`src/rtl/rv32i_intc.sv`:
```
// Parametrised interrupt controller: per-source edge/level latching, enable mask,
// fixed priority (source 0 highest) and claim/complete over a 16-bit register port.
module rv32i_intc #(
    parameter int unsigned NUM_SRC  = 5,
    parameter int unsigned PORT_LEN = 16,
    parameter int unsigned ID_BITS  = 4
) (
    input  logic                clk_i,
    input  logic                reset_i,
    input  logic [NUM_SRC-1:0]  src_i,
    input  logic [1:0]          addr_i,
    input  logic [PORT_LEN-1:0] data_i,
    input  logic                write_i,
    input  logic                read_i,
    output logic [PORT_LEN-1:0] data_o,
    output logic                irq_o,
    output logic [ID_BITS-1:0]  irq_id_o,
    output logic                active_o
);

    localparam logic [1:0] ADDR_PENDING = 2'd0;
    localparam logic [1:0] ADDR_ENABLE  = 2'd1;
    localparam logic [1:0] ADDR_CLAIM   = 2'd2;
    localparam logic [1:0] ADDR_MODE    = 2'd3;

    logic [NUM_SRC-1:0]  pending_q, pending_d;
    logic [NUM_SRC-1:0]  enable_q, enable_d;
    logic [NUM_SRC-1:0]  mode_q, mode_d;
    logic [NUM_SRC-1:0]  src_q;
    logic                in_service_q, in_service_d;
    logic [ID_BITS-1:0]  active_id_q, active_id_d;
    logic [PORT_LEN-1:0] data_q, data_d;
    logic                armed_q;

    logic [NUM_SRC-1:0]  cand_c;
    logic [ID_BITS-1:0]  cand_id_c;
    logic                claim_c;
    logic                complete_c;
    logic [NUM_SRC-1:0]  rise_c;
    logic [NUM_SRC-1:0]  w1c_c;
    logic [NUM_SRC-1:0]  claim_clr_c;
    logic [PORT_LEN-1:0] claim_word_c;
    logic                unused_data;

    // Upper data bits carry no register state; kept only to reference the full bus.
    assign unused_data = ^data_i;

    assign cand_c = pending_q & enable_q;

    // Lowest-index candidate wins; scan downward so the last hit is the smallest index.
    always_comb begin
        cand_id_c = '0;
        for (int i = int'(NUM_SRC) - 1; i >= 0; i--) begin
            if (cand_c[i]) cand_id_c = ID_BITS'(i);
        end
    end

    assign claim_c    = read_i && !write_i && (addr_i == ADDR_CLAIM) && !in_service_q && (|cand_c);
    assign complete_c = write_i && (addr_i == ADDR_CLAIM) && in_service_q
                        && (data_i[ID_BITS-1:0] == active_id_q);

    // Edge detection is held off for the first cycle after reset so sources already high do not fire.
    assign rise_c = armed_q ? (src_i & ~src_q) : '0;
    assign w1c_c  = (write_i && addr_i == ADDR_PENDING) ? (data_i[NUM_SRC-1:0] & ~mode_q) : '0;

    always_comb begin
        claim_clr_c = '0;
        if (claim_c) claim_clr_c[cand_id_c] = ~mode_q[cand_id_c];
    end

    always_comb begin
        claim_word_c                 = '0;
        claim_word_c[PORT_LEN-1]     = 1'b1;
        claim_word_c[ID_BITS-1:0]    = cand_id_c;
    end

    always_comb begin
        enable_d     = enable_q;
        mode_d       = mode_q;
        in_service_d = in_service_q;
        active_id_d  = active_id_q;
        data_d       = data_q;

        // Per bit: level sources track the input; edge sources set-wins over W1C/claim clears.
        pending_d = (mode_q & src_i)
                  | (~mode_q & ((pending_q & ~w1c_c & ~claim_clr_c) | rise_c));

        if (write_i) begin
            case (addr_i)
                ADDR_ENABLE: enable_d = data_i[NUM_SRC-1:0];
                ADDR_MODE:   mode_d   = data_i[NUM_SRC-1:0];
                default:     ;
            endcase
        end

        if (complete_c) in_service_d = 1'b0;

        if (read_i) begin
            case (addr_i)
                ADDR_PENDING: data_d = PORT_LEN'(pending_q);
                ADDR_ENABLE:  data_d = PORT_LEN'(enable_q);
                ADDR_MODE:    data_d = PORT_LEN'(mode_q);
                default:      data_d = claim_c ? claim_word_c : '0;
            endcase
        end

        if (claim_c) begin
            in_service_d = 1'b1;
            active_id_d  = cand_id_c;
        end
    end

    always_ff @(posedge clk_i) begin
        if (reset_i) begin
            pending_q    <= '0;
            enable_q     <= '0;
            mode_q       <= '0;
            src_q        <= '0;
            in_service_q <= 1'b0;
            active_id_q  <= '0;
            data_q       <= '0;
            armed_q      <= 1'b0;
        end else begin
            pending_q    <= pending_d;
            enable_q     <= enable_d;
            mode_q       <= mode_d;
            src_q        <= src_i;
            in_service_q <= in_service_d;
            active_id_q  <= active_id_d;
            data_q       <= data_d;
            armed_q      <= 1'b1;
        end
    end

    assign data_o   = data_q;
    assign irq_o    = !in_service_q && (|cand_c);
    assign irq_id_o = cand_id_c;
    assign active_o = in_service_q;

endmodule
```
`config.mk`:
```
export PLATFORM = sky130hd
export DESIGN_NAME = rv32i_intc
export DESIGN_NICKNAME = d
export VERILOG_FILES = /design/src/rtl/rv32i_intc.sv
export SDC_FILE = /design/constraint.sdc
export NUM_CORES = 1
export LEC_CHECK = 0
export BUFFER_PORTS_ARGS = -buffer_cell sky130_fd_sc_hd__buf_2
export CORE_ASPECT_RATIO = 2
export CORE_UTILIZATION = 54
export DETAILED_ROUTE_END_ITERATION = 12
export HOLD_SLACK_MARGIN = 0.15
export PLACE_DENSITY = 0.9
export SLEW_MARGIN = 20
export SYNTH_ARGS = -nofsm -noshare
export SYNTH_HDL_FRONTEND = slang
export SYNTH_SLANG_ARGS = --single-unit
```
`constraint.sdc`:
```
create_clock -name clk_i -period 4.3 [get_ports clk_i]
set_input_delay 0 -clock clk_i [delete_from_list [all_inputs] [get_ports clk_i]]
set_output_delay 0 -clock clk_i [all_outputs]
set_load 0.01 [all_outputs]
```
# ---- Word level (Yosys, flattened, before mapping)
# Index checks and enable logic that the tools add are counted.
dict set report totals {
  register_bits 42
  latch_bits 0
  ram_bits 0
  romBits 0
  in_bits 27
  out_inout_bits 22
  elab_cells 63
  mem_count 0
}
dict set report classes {
  n_addsub 0
  multipliers 0
  div_mod_pow 0
  order_cmp 2
  eq_ne 4
  n_shift 0
  mux 17
  bitwise 15
  n_reduce_logical 17
}
# cell n
set op_table {}
lappend op_table {{one-hot mux 16 bit (3 select lines)} 1}
lappend op_table {{AND 5 bit} 8}
lappend op_table {{inverter 5 bit} 4}
lappend op_table {{2-to-1 mux 16 bit} 1}
lappend op_table {{2-to-1 mux 4 bit} 4}
lappend op_table {{2-to-1 mux 5 bit} 3}
lappend op_table {{logical AND 1 bit} 10}
lappend op_table {{OR 5 bit} 2}
lappend op_table {{2-to-1 mux 1 bit} 5}
lappend op_table {{OR reduction 5 bit} 1}
lappend op_table {{== test 2 bit (second input constant)} 2}
lappend op_table {{== test 4 bit} 1}
lappend op_table {{>= comparator 4 x 1 -> 1 bit (second input constant)} 1}
lappend op_table {{less-than comparator 4 bit (second input constant)} 1}
lappend op_table {{AND reduction 2 bit} 2}
lappend op_table {{binary-select mux 1 bit (select 3 bit)} 1}
lappend op_table {{demux 1 bit (select 3 bit)} 1}
lappend op_table {{2-to-1 mux 3 bit} 1}
lappend op_table {{== test 2 x 1 -> 1 bit (second input constant)} 1}
lappend op_table {{logical NOT 1 bit} 2}
lappend op_table {{logical NOT 2 bit} 1}
lappend op_table {{nonzero test 2 bit} 1}
lappend op_table {{inverter 1 bit} 1}

# ---- Depth between registers and ports, before layout
dict set report depth {
  depth_word 17
  depth_mapped 5
  depth_no_buf 4
}

# ---- Least setup slack after synthesis
# Ideal clock, no wire load.
dict set report synth_timing {
  kind {reg-to-reg}
  start {register enable_q[1]}
  end {register pending_q[2]}
  setup_ns 0.122
  arrival_ns 1.332
  required_time_ns 4.178
  slack_ns 2.847
  stages_incl_launch_ff 5
  n_path_buf 0
  synth_period_minus_slack_ns 1.453
  path_cell_list {dfxtp_1 -> a22oi_2 -> and4_1 -> a32o_1 -> o311a_1}
}
dict set report synth_between {
  elab_chain_len 14
  word_cells_on_any_way 20
  cone_classes {2 x order compare; 7 x mux; 8 x bitwise; 3 x reduce/logical}
}
# element line
set synth_rtl {}
lappend synth_rtl {{from (decl)} 27} ;# logic [NUM_SRC-1:0] enable_q, enable_d;
lappend synth_rtl {{from (signal assigned)} 125} ;# enable_q <= enable_d;
lappend synth_rtl {{AND 5 bit *} 48} ;# assign cand_c = pending_q & enable_q;
lappend synth_rtl {{2-to-1 mux 4 bit * (2 in a row)} 54} ;# if (cand_c[i]) cand_id_c = ID_BITS'(i);
lappend synth_rtl {{net irq_id_o[2]} 17} ;# output logic [ID_BITS-1:0] irq_id_o,
lappend synth_rtl {{>= comparator 4 x 1 -> 1 bit (not written as such) or less-than comparator 4 bit (tied branches)} 68} ;# if (claim_c) claim_clr_c[cand_id_c] = ~mode_q[cand_id_c];
lappend synth_rtl {{logical AND 1 bit (not written as such)} 68}
lappend synth_rtl {{2-to-1 mux 1 bit (not written as such)} 68}
lappend synth_rtl {{demux 1 bit (select 3 bit)} 68}
lappend synth_rtl {{AND 5 bit (no line) *} -}
lappend synth_rtl {{2-to-1 mux 5 bit *} 68}
lappend synth_rtl {{inverter 5 bit *} 86} ;# | (~mode_q & ((pending_q & ~w1c_c & ~claim_clr_c) | rise_c));
lappend synth_rtl {{AND 5 bit *} 86}
lappend synth_rtl {{OR 5 bit *} 86}
lappend synth_rtl {{AND 5 bit *} 86}
lappend synth_rtl {{OR 5 bit *} 86}
lappend synth_rtl {{to (signal assigned)} 124} ;# pending_q <= pending_d;
lappend synth_rtl {{to (decl)} 26} ;# logic [NUM_SRC-1:0] pending_q, pending_d;
# The timed path passes the listed nets; every way through them passes the cells marked *. The select of a mux whose other input is x is not followed.
# A chain may end at the register's enable or synchronous reset.

# ---- Final worst setup path
dict set report layout_timing {
  start {input write_i}
  end {register pending_q[2]}
}
dict set report layout_between {
  elab_chain_len 11
  word_cells_on_any_way 15
  cone_classes {2 x mux; 7 x bitwise; 6 x reduce/logical}
}
# element line
set layout_rtl {}
lappend layout_rtl {{from (decl)} 13} ;# input logic write_i,
lappend layout_rtl {{logical NOT 1 bit} 58} ;# assign claim_c = read_i && !write_i && (addr_i == ADDR_CLAIM) && !in_service_q && (|cand_c);
lappend layout_rtl {{logical AND 1 bit (4 in a row)} 58}
lappend layout_rtl {{2-to-1 mux 5 bit} 68}
lappend layout_rtl {{inverter 5 bit} 86}
lappend layout_rtl {{AND 5 bit *} 86}
lappend layout_rtl {{OR 5 bit *} 86}
lappend layout_rtl {{AND 5 bit *} 86}
lappend layout_rtl {{OR 5 bit *} 86}
# Mark *: on every way between the ends. The rest lies on a longest branch, timed or not.

==> metrics <==
IO Port Bufs 26; Synth top area share between 40% and 50%; Leak 0.8429 nW; Sink Count 31; Max VDD drop 0.0002818 V; Setup CP Type in -> reg; Synth area leaders dfxtp_1, mux2i_1, buf_4; I/O pins between 40 and 50; Placer Congestion about 0.89; Final Hold Viols 0; core area around 0.0027 mm2; pwr dens 347.5 mW/mm2; H-tree Lvls 2; Yosys reg bits 31; initial antenna violation count 0; diode count 0; Cell Rows 27; Area growth syn-to-layout 20.59%; share of layout cells above drive strength 1 approximately 21%; post-DR vias/cell 6.075; Reg clk slew, reported paths approximately 0.060 ns; async set or reset register ratio after synthesis 0%; setup total negative slack 0 ns; total global routing overflow 0; CP required 4.47 ns; Distinct cells, synth between 40 and 50; die width slightly below 40 um; status finished, final reports clean; GRT Util Overall around 30%; final setup margin between 2 and 3 ns; Clock Tree Buf Depth 2; Synth Cell Area roughly 0.0015 mm2; Total Nets Final 236; Place WS 2.720 ns; number of synthesized flops with an enable pin 0; Synth warnings 0; Tightest Pin Transition around 0.6 ns; Final setup viols 0; Min Hold Slack ~0.16 ns; Slew HR between 50% and 60%; drt initial violations 78; prevailing post-synth register cell dfxtp_1; FMAX between 0.5 and 0.6 GHz; drt total wl between 3000 and 4000 um; number of global-route vias before repair roughly 1400; largest net degree at the start of global routing 30; largest fanout on the critical path 10; CTS tree done; total clock buffers created by CTS 5; RSZ-0062 raised after global routing no; max capacitance violation total 0; Die H 77.47 um; Worst setup SP type input pin; Worst Setup End Kind flop; total power draw 0.6444 mW; top cell type by total area after synthesis dfxtp_1; worst hold path class in -> reg; Max Clock Skew ~0.0096 ns; vias post-DR around 1500; clk_lat worst skew approximately 0.29 ns; Mapped Cells 171; post-detail-place hpwl between 2000 and 3000 um; Crit path arrival time 1.92 ns; clk root buf clkbuf_8; min cycle time layout ~1.8 ns; leading cell types by count after synthesis dfxtp_1, nor2_1, buf_4, mux2i_1; Remaining DRCs 0; post-route ant nets 0; die footprint a little over 0.003 mm2; fin crit share between 40% and 50%; most frequent cell after synthesis dfxtp_1; routed len/inst about 16 um; Seq/Total Area, Yosys 40.36%; setup bufs post-CTS 0; syn avg cell area between 8 and 9 um2; placed cell area 0.001634 mm2; first-pass GRT wire length 6389 um; Final Max Slew Viols 0; DR pass1 iterations 8; Non-Filler Cell Area, Final roughly 0.0019 mm2; Starting Density roughly 56%
==> routing by layer <==
layer  vias to the layer above  track usage (%)  share of wire (%)
met5                         -                0                  0
met4                         0            20.34                6.1
li1                        673                -                  -
met2                        82            50.33                 54
met1                       676            28.42                 34
met3                        21            8.286                6.7
==> critical path: stages <==
cell and delay, ns:
dlygate4sd3_1 0.53, buf_2 0.19, nand2b_1 0.20, nor4_4 0.47, nand2_2 0.21, o311a_1 0.32
==> cell type report <==
| cell class | instances | area, um2 |
|---|---|---|
| flip-flops and latches | 31 | 620.6 |
| repair buffers | 38 | 250.2 |
| clock buffers | 8 | 100.1 |
| inverters | 9 | 33.78 |
| well taps | 29 | 36.28 |
| fillers | 228 | 882.1 |
| multi-input cells | 124 | 813.3 |
==> flip-flops by register name, indices dropped and copies added (netlist names) <==
register / flops
src_q: 5
pending_q: 5
data_o: 6
active_id_q: 3
armed_q: 1
enable_q: 5
active_o: 1
mode_q: 5
==> through the flow <==
stage | cells | utilization (%)
after floorplan | 181 | -
after global placement | 219 | 59.72
after CTS | 239 | 67.76
final | 239 | 67.76
after global routing | 239 | 67.76
after detailed placement | 219 | 59.72
==> final timing paths <==
kind	start	slack, ns	to	cells after the start
setup / recovery	write_i	2.55	pending_q[2]$_SDFF_PP0_	6
hold / removal	reset_i	0.16	src_q[4]$_SDFF_PP0_	2
setup reg to reg	enable_q[3]$_SDFFE_PP0P_	2.68	pending_q[2]$_SDFF_PP0_	4
hold reg to reg	data_o[15]$_SDFFE_PP0P_	0.47	data_o[15]$_SDFFE_PP0P_	2
==> what timing repair did <==
item,in CTS,in global routing
hold buffers,12,0
gates resized for setup,0,0
hold endpoints to repair,26,0
==> power by group <==
group	total [mW]	internal [mW]	leakage, nW	switching, mW
sequential	0.312	0.300	0.254	0.0115
combinational	0.0816	0.0363	0.537	0.0453
clock	0.251	0.146	0.0515	0.105
total	0.644	0.482	0.843	0.162
==> cells in the final DEF, fill, tap and decap left out, types with 3 or more instances in the layout <==
master         instances
nor2b_1                4
buf_2                 26
nor3_1                 3
clkbuf_8               7
nand3_1                8
dfxtp_1               31
nand2_1                9
mux2i_1               10
xor2_1                 3
nor2_1                18
a32o_1                 3
a21oi_1                9
mux2_2                 5
conb_1                11
a221oi_1               5
dlygate4sd3_1         12
inv_1                  8
==> kinds of logic after synthesis <==
group	synth area share (%)
mux	10.17
xor+xnor	1.709
simple gates	18.96
buf+inv	9.194
flops	40.36
compound gates	19.37
other cells	0.2439
Power figures use the tool's default switching activity.
